`src/rtl/rf_pkg.sv`:
```
// Shared sizing and requester-index constants for the integer register-file write-back path.
package rf_pkg;
    localparam int RF_XLEN = 32;
    localparam int REG_CNT = 32;
    localparam int REG_AW  = 5;
    localparam int REQ_ALU = 0;
    localparam int REQ_LD  = 1;
endpackage

```
`src/rtl/rr_arb2.sv`:
```
// Two-requester write-back arbiter: round-robin between ALU and load, or fixed load priority.
module rr_arb2
    import rf_pkg::*;
#(
    parameter int LD_PRIO = 0
) (
    input  logic       clk,
    input  logic       rst_n,
    input  logic [1:0] req,
    output logic [1:0] grant
);
    logic ptr_ld;  // 1: load wins the next tie

    always_comb begin
        grant = 2'b00;
        if (req[REQ_LD] && req[REQ_ALU]) begin
            if ((LD_PRIO != 0) || ptr_ld) grant[REQ_LD] = 1'b1;
            else                          grant[REQ_ALU] = 1'b1;
        end else begin
            grant = req;
        end
    end

    always_ff @(posedge clk or negedge rst_n) begin
        if (!rst_n)               ptr_ld <= 1'b1;
        else if (grant[REQ_LD])   ptr_ld <= 1'b0;
        else if (grant[REQ_ALU])  ptr_ld <= 1'b1;
    end
endmodule

```
`src/rtl/rf_wb_arbiter.sv`:
```
// Register-file write-back controller: arbitrates ALU/load results onto the single
// write port and tracks pending loads so decode can stall on their destinations.
module rf_wb_arbiter
    import rf_pkg::*;
#(
    parameter int XLEN    = RF_XLEN,
    parameter int LD_PRIO = 0
) (
    input  logic                clk,
    input  logic                rst_n,
    input  logic                alu_valid,
    output logic                alu_ready,
    input  logic [REG_AW-1:0]   alu_rd,
    input  logic [XLEN-1:0]     alu_data,
    input  logic                ld_valid,
    output logic                ld_ready,
    input  logic [REG_AW-1:0]   ld_rd,
    input  logic [XLEN-1:0]     ld_data,
    input  logic                ld_issue,
    input  logic [REG_AW-1:0]   ld_issue_rd,
    input  logic [REG_AW-1:0]   rs1,
    input  logic [REG_AW-1:0]   rs2,
    output logic                rs1_busy,
    output logic                rs2_busy,
    output logic                we3,
    output logic [REG_AW-1:0]   a3,
    output logic [XLEN-1:0]     wd3,
    output logic [REG_CNT-1:0]  busy_vec,
    output logic                err
);
    logic [1:0]         req;
    logic [1:0]         grant;
    logic               wb_is_ld;
    logic [REG_CNT-1:0] busy;
    logic [REG_CNT-1:0] busy_next;
    logic               clr_hit;
    logic               waw_hit;
    logic               orphan_hit;

    assign req[REQ_ALU] = alu_valid;
    assign req[REQ_LD]  = ld_valid;

    rr_arb2 #(.LD_PRIO(LD_PRIO)) u_arb (
        .clk   (clk),
        .rst_n (rst_n),
        .req   (req),
        .grant (grant)
    );

    assign alu_ready = grant[REQ_ALU];
    assign ld_ready  = grant[REQ_LD];

    // Grant edge -> registered write port (one cycle of latency)
    always_ff @(posedge clk or negedge rst_n) begin
        if (!rst_n) begin
            we3      <= 1'b0;
            a3       <= '0;
            wd3      <= '0;
            wb_is_ld <= 1'b0;
        end else if (ld_ready) begin
            we3      <= (ld_rd != '0);
            a3       <= ld_rd;
            wd3      <= ld_data;
            wb_is_ld <= 1'b1;
        end else if (alu_ready) begin
            we3      <= (alu_rd != '0);
            a3       <= alu_rd;
            wd3      <= alu_data;
            wb_is_ld <= 1'b0;
        end else begin
            we3      <= 1'b0;
            wb_is_ld <= 1'b0;
        end
    end

    // A pending bit drops on the same edge the register file commits the load data
    assign clr_hit = we3 && wb_is_ld;

    always_comb begin
        busy_next = busy;
        if (clr_hit) busy_next[a3] = 1'b0;
        if (ld_issue && (ld_issue_rd != '0)) busy_next[ld_issue_rd] = 1'b1;
    end

    assign waw_hit    = ld_issue && (ld_issue_rd != '0) && busy[ld_issue_rd]
                        && !(clr_hit && (a3 == ld_issue_rd));
    assign orphan_hit = ld_ready && (ld_rd != '0) && !busy[ld_rd];

    always_ff @(posedge clk or negedge rst_n) begin
        if (!rst_n) begin
            busy <= '0;
            err  <= 1'b0;
        end else begin
            busy <= busy_next;
            if (waw_hit || orphan_hit) err <= 1'b1;
        end
    end

    assign busy_vec = busy;
    assign rs1_busy = (rs1 != '0) && busy[rs1];
    assign rs2_busy = (rs2 != '0) && busy[rs2];
endmodule

```
`config.mk`:
```
export PLATFORM = sky130hd
export DESIGN_NAME = rf_wb_arbiter
export DESIGN_NICKNAME = d
export VERILOG_FILES = /design/src/rtl/rf_pkg.sv /design/src/rtl/rr_arb2.sv /design/src/rtl/rf_wb_arbiter.sv
export SDC_FILE = /design/constraint.sdc
export NUM_CORES = 1
export LEC_CHECK = 0
export BUFFER_PORTS_ARGS = -buffer_cell sky130_fd_sc_hd__buf_2
export CORE_ASPECT_RATIO = 0.8
export CORE_MARGIN = 2
export CORE_UTILIZATION = 45
export CTS_BUF_LIST = sky130_fd_sc_hd__clkbuf_8 sky130_fd_sc_hd__clkbuf_16
export CTS_CLUSTER_SIZE = 24
export DETAILED_ROUTE_END_ITERATION = 10
export GPL_TIMING_DRIVEN = 0
export PLACE_DENSITY_LB_ADDON = 0.3
export REMOVE_ABC_BUFFERS = 1
export SYNTH_ARGS = -nofsm -noshare
export SYNTH_HDL_FRONTEND = slang
export SYNTH_SLANG_ARGS = --single-unit
```
`constraint.sdc`:
```
create_clock -name clk -period 2.25 [get_ports clk]
set_clock_uncertainty 0.1 [all_clocks]
set_input_delay 0 -clock clk [delete_from_list [all_inputs] [get_ports clk]]
set_output_delay 0 -clock clk [all_outputs]
set_load 0.005 [all_outputs]
```
==> summary.md <==
* 2.15 ns — data required time at the worst endpoint
* 0 — warnings from Yosys
* 2.16 ns — WP data arrival
* 0 — Post-DRT Antenna Nets
* 0.302 — global routing usage summed across all routing layers
* 0.06 ns — clock-pin slew on the worst setup and hold paths
* 0.000426 V — maximum ir drop on the vdd rail
* 0 — EDFF count, synth
* 488 — gate count of the mapped netlist
* 0.343 — fraction of final layout cells sized beyond drive strength 1
* 11,000 sq um — DIE AREA
* 45.5% — Area growth syn-to-layout
* yes — setup repair after global routing missed its margin
* 5,010 — vias in the first global route
* sky130_fd_sc_hd__dfrtp_1 — flip-flop cell with the highest count after synthesis
* sky130_fd_sc_hd__dfrtp_1 — largest area contributor in the synthesized netlist
* 73 — flops & latches, synth
* 812 — Final #Nets
* 2 — clk buf depth
* 19.2 um — Wirelength per Cell
* 1 — Final Setup Violations
* 9.40 sq um — per-instance average area after synthesis
* 5 — DR pass1 iterations
* -0.0104 ns — worst setup margin
* -0.0104 ns — setup_tns
* -1.13 ns — pre-CTS setup slack
* 0 — number of slew-limit violations in the final report
* 10,400 um — detailed placement HPWL
* 9 — TritonCTS buffer count
* 0.33 ns — later-pin clock latency in the skew report
* busy_vec[9] — timing startpoint of the critical path
* 1.76 mW — switching power
* 0.393 — fraction of synthesized cell area taken by the top area cell type
* sky130_fd_sc_hd__dfrtp_1 (39%), sky130_fd_sc_hd__mux4_2 (13%), sky130_fd_sc_hd__o21ai_0 (11%) — top cells by area, synth
* 442 MHz — Fmax
* 72 — largest net degree at the start of global routing
* 73 — number of sinks handled by clock tree synthesis
* 169 — number of primary I/O pins
* 0.469 — effective utilization at floorplan
* 0 — final-report hold violation count
* 1.00 — ratio of final minimum period to clock period
* 5 — worst-path fanout max
* 0 — global route total overflow
* ld_rd[1] — hold path start
* 117 um — width of the die
* reg2out — kind of critical path
* in2reg — worst min-delay path class
* 25,200 um — first-pass GRT wire length
* 808 nW/um^2 — Power Density
* negative setup slack — violations in the final reports
* 16,500 um — WL final
* 5,061 — routed via count
* yes — clock tree from TritonCTS
* 9770 sq um — core area
* 0.374 — Reg power frac
* 0 — initial antenna violation count
* 168 — count of input and output buffers
* 2.26 ns — post-layout minimum cycle time
* busy_vec[22] — launching point of the worst reg2reg path
* 2.77 nW — leakage component of the power
* 94.3 um — chip height
* 6670 sq um — total non-filler cell area in the finished layout
* output port — Setup crit end kind
* 5470 sq um — area post-placement
* 32 — Cell Rows
* 0.305 — worst relative slew slack
* 0 — max capacitance violation total
* 5.89 — vias per cell
* 0.293 — clock share of power
* 1.04 ns — measured slew at the worst slew-check pin
* 3 — H-tree lvl count
* 432 — drt first-iter violations
* 0 — DRC Markers
* 0.326 — fraction of power spent switching nets
* 0 — Inserted Diodes
* 0.970 — Final GP Congestion
* 3.64 mW — internal power
* 0.399 — sequential area share after synthesis
* 4590 sq um — netlist area before placement
* 40 — number of distinct standard cells referenced by the synthesized netlist
* complete, but fails checks — status
* 0.333 — combinational share of power
* 1.00 — fraction of registers with async set or reset after synthesis
* flip-flop — critical path launch point type
* sky130_fd_sc_hd__clkbuf_16 — CTS root buf
-- layout by cell type, fill, tap and decap left out, types with 13 or more instances in the layout --
cell type                         n
sky130_fd_sc_hd__nand2b_1        35
sky130_fd_sc_hd__dlygate4sd3_1   75
sky130_fd_sc_hd__buf_2          167
sky130_fd_sc_hd__buf_4           13
sky130_fd_sc_hd__a21oi_1         67
sky130_fd_sc_hd__mux4_2          27
sky130_fd_sc_hd__nor2_1          19
sky130_fd_sc_hd__dfrtp_1         66
sky130_fd_sc_hd__nand2_1         43
sky130_fd_sc_hd__o21ai_0         97
sky130_fd_sc_hd__mux2i_1         13
-- layer usage --
layer | up-vias | global-route usage | wire, um
li1 | 2260 | - | -
met1 | 2412 | 0.394 | 6470
met2 | 315 | 0.474 | 7890
met3 | 74 | 0.0755 | 1520
met4 | 0 | 0.141 | 626
met5 | - | 0 | 0
-- power groups by stage --
stage	logic, mW	registers [mW]	clock network, mW
floorplan	0.791	1.93	0
global placement	1.44	2.02	0
detailed placement	1.49	2.04	0
CTS	1.74	2.00	1.61
global route	1.95	2.05	1.66
finish	1.79	2.02	1.58
-- cell families after synthesis --
kind of cell	Yosys count	share of synthesized area
AO/OA/AOI/OAI	181	0.207
XOR/XNOR	5	0.00955
buffers and inverters	41	0.0368
flip-flops	73	0.399
multiplexers	52	0.194
AND/OR/NAND/NOR	136	0.154
-- registers in the layout (all words and copies together) (netlist names) --
register,count
a3,5
wd3,32
err,1
we3,1
u_arb.ptr_ld,1
wb_is_ld,1
busy_vec,32
-- cell usage after synthesis (4+ instances only) --
master and n:
sky130_fd_sc_hd__o22ai_1 6, sky130_fd_sc_hd__clkbuf_1 30, sky130_fd_sc_hd__dfrtp_1 72, sky130_fd_sc_hd__mux2_2 9
sky130_fd_sc_hd__xnor2_1 5, sky130_fd_sc_hd__o21ai_0 99, sky130_fd_sc_hd__nand2_1 44, sky130_fd_sc_hd__mux2i_1 13
sky130_fd_sc_hd__nand3b_1 6, sky130_fd_sc_hd__nor2_1 19, sky130_fd_sc_hd__nand2b_1 36, sky130_fd_sc_hd__or3_1 4
sky130_fd_sc_hd__nand3_1 5, sky130_fd_sc_hd__buf_2 6, sky130_fd_sc_hd__mux4_2 27, sky130_fd_sc_hd__a21oi_1 67
-- through the flow --
step                      hold slack, ns  instances  utilization  total power [mW]
after floorplan                   -0.396        451            -              2.72
after CTS                        0.00692        857        0.681              5.35
after global placement             0.115        755        0.557              3.46
final                             0.0250        859        0.683              5.39
after detailed placement          -0.232        756        0.560              3.53
after global routing              0.0291        859        0.683              5.66
-- critical path, stage by stage (launching register included) --
cell	delay (ns)
sky130_fd_sc_hd__dfrtp_2	0.44
sky130_fd_sc_hd__mux4_2	0.49
sky130_fd_sc_hd__mux4_2	0.49
sky130_fd_sc_hd__mux2_2	0.27
sky130_fd_sc_hd__buf_2	0.13
-- final timing paths --
path / endpoint / slack (ns) / depth (start not counted)
min reg2reg: err / 0.44 / 1
min: a3[1] / 0.03 / 3
max in group asynchronous: busy_vec[12] / 0.96 / 3
min in group asynchronous: busy_vec[15] / 0.11 / 3
max reg2reg: err / 0.19 / 5
max: rs1_busy / -0.01 / 4
-- layout make-up --
class / count / area [sq um]
Fill cell: 787 / 3100
Timing Repair Buffer: 256 / 1710
Tap cell: 136 / 170
Multi-Input combinational cell: 374 / 2590
Clock inverter: 5 / 77.6
Clock buffer: 11 / 253
Inverter: 4 / 27.5
Sequential cell: 73 / 1840
-- what timing repair did --
action	in CTS	in global routing
hold endpoints to repair	110	0
hold buffers	75	0
buffers inserted	10	2
gates resized for setup	9	5
endpoints found under the setup margin	37	4
Power figures use the tool's default switching activity.
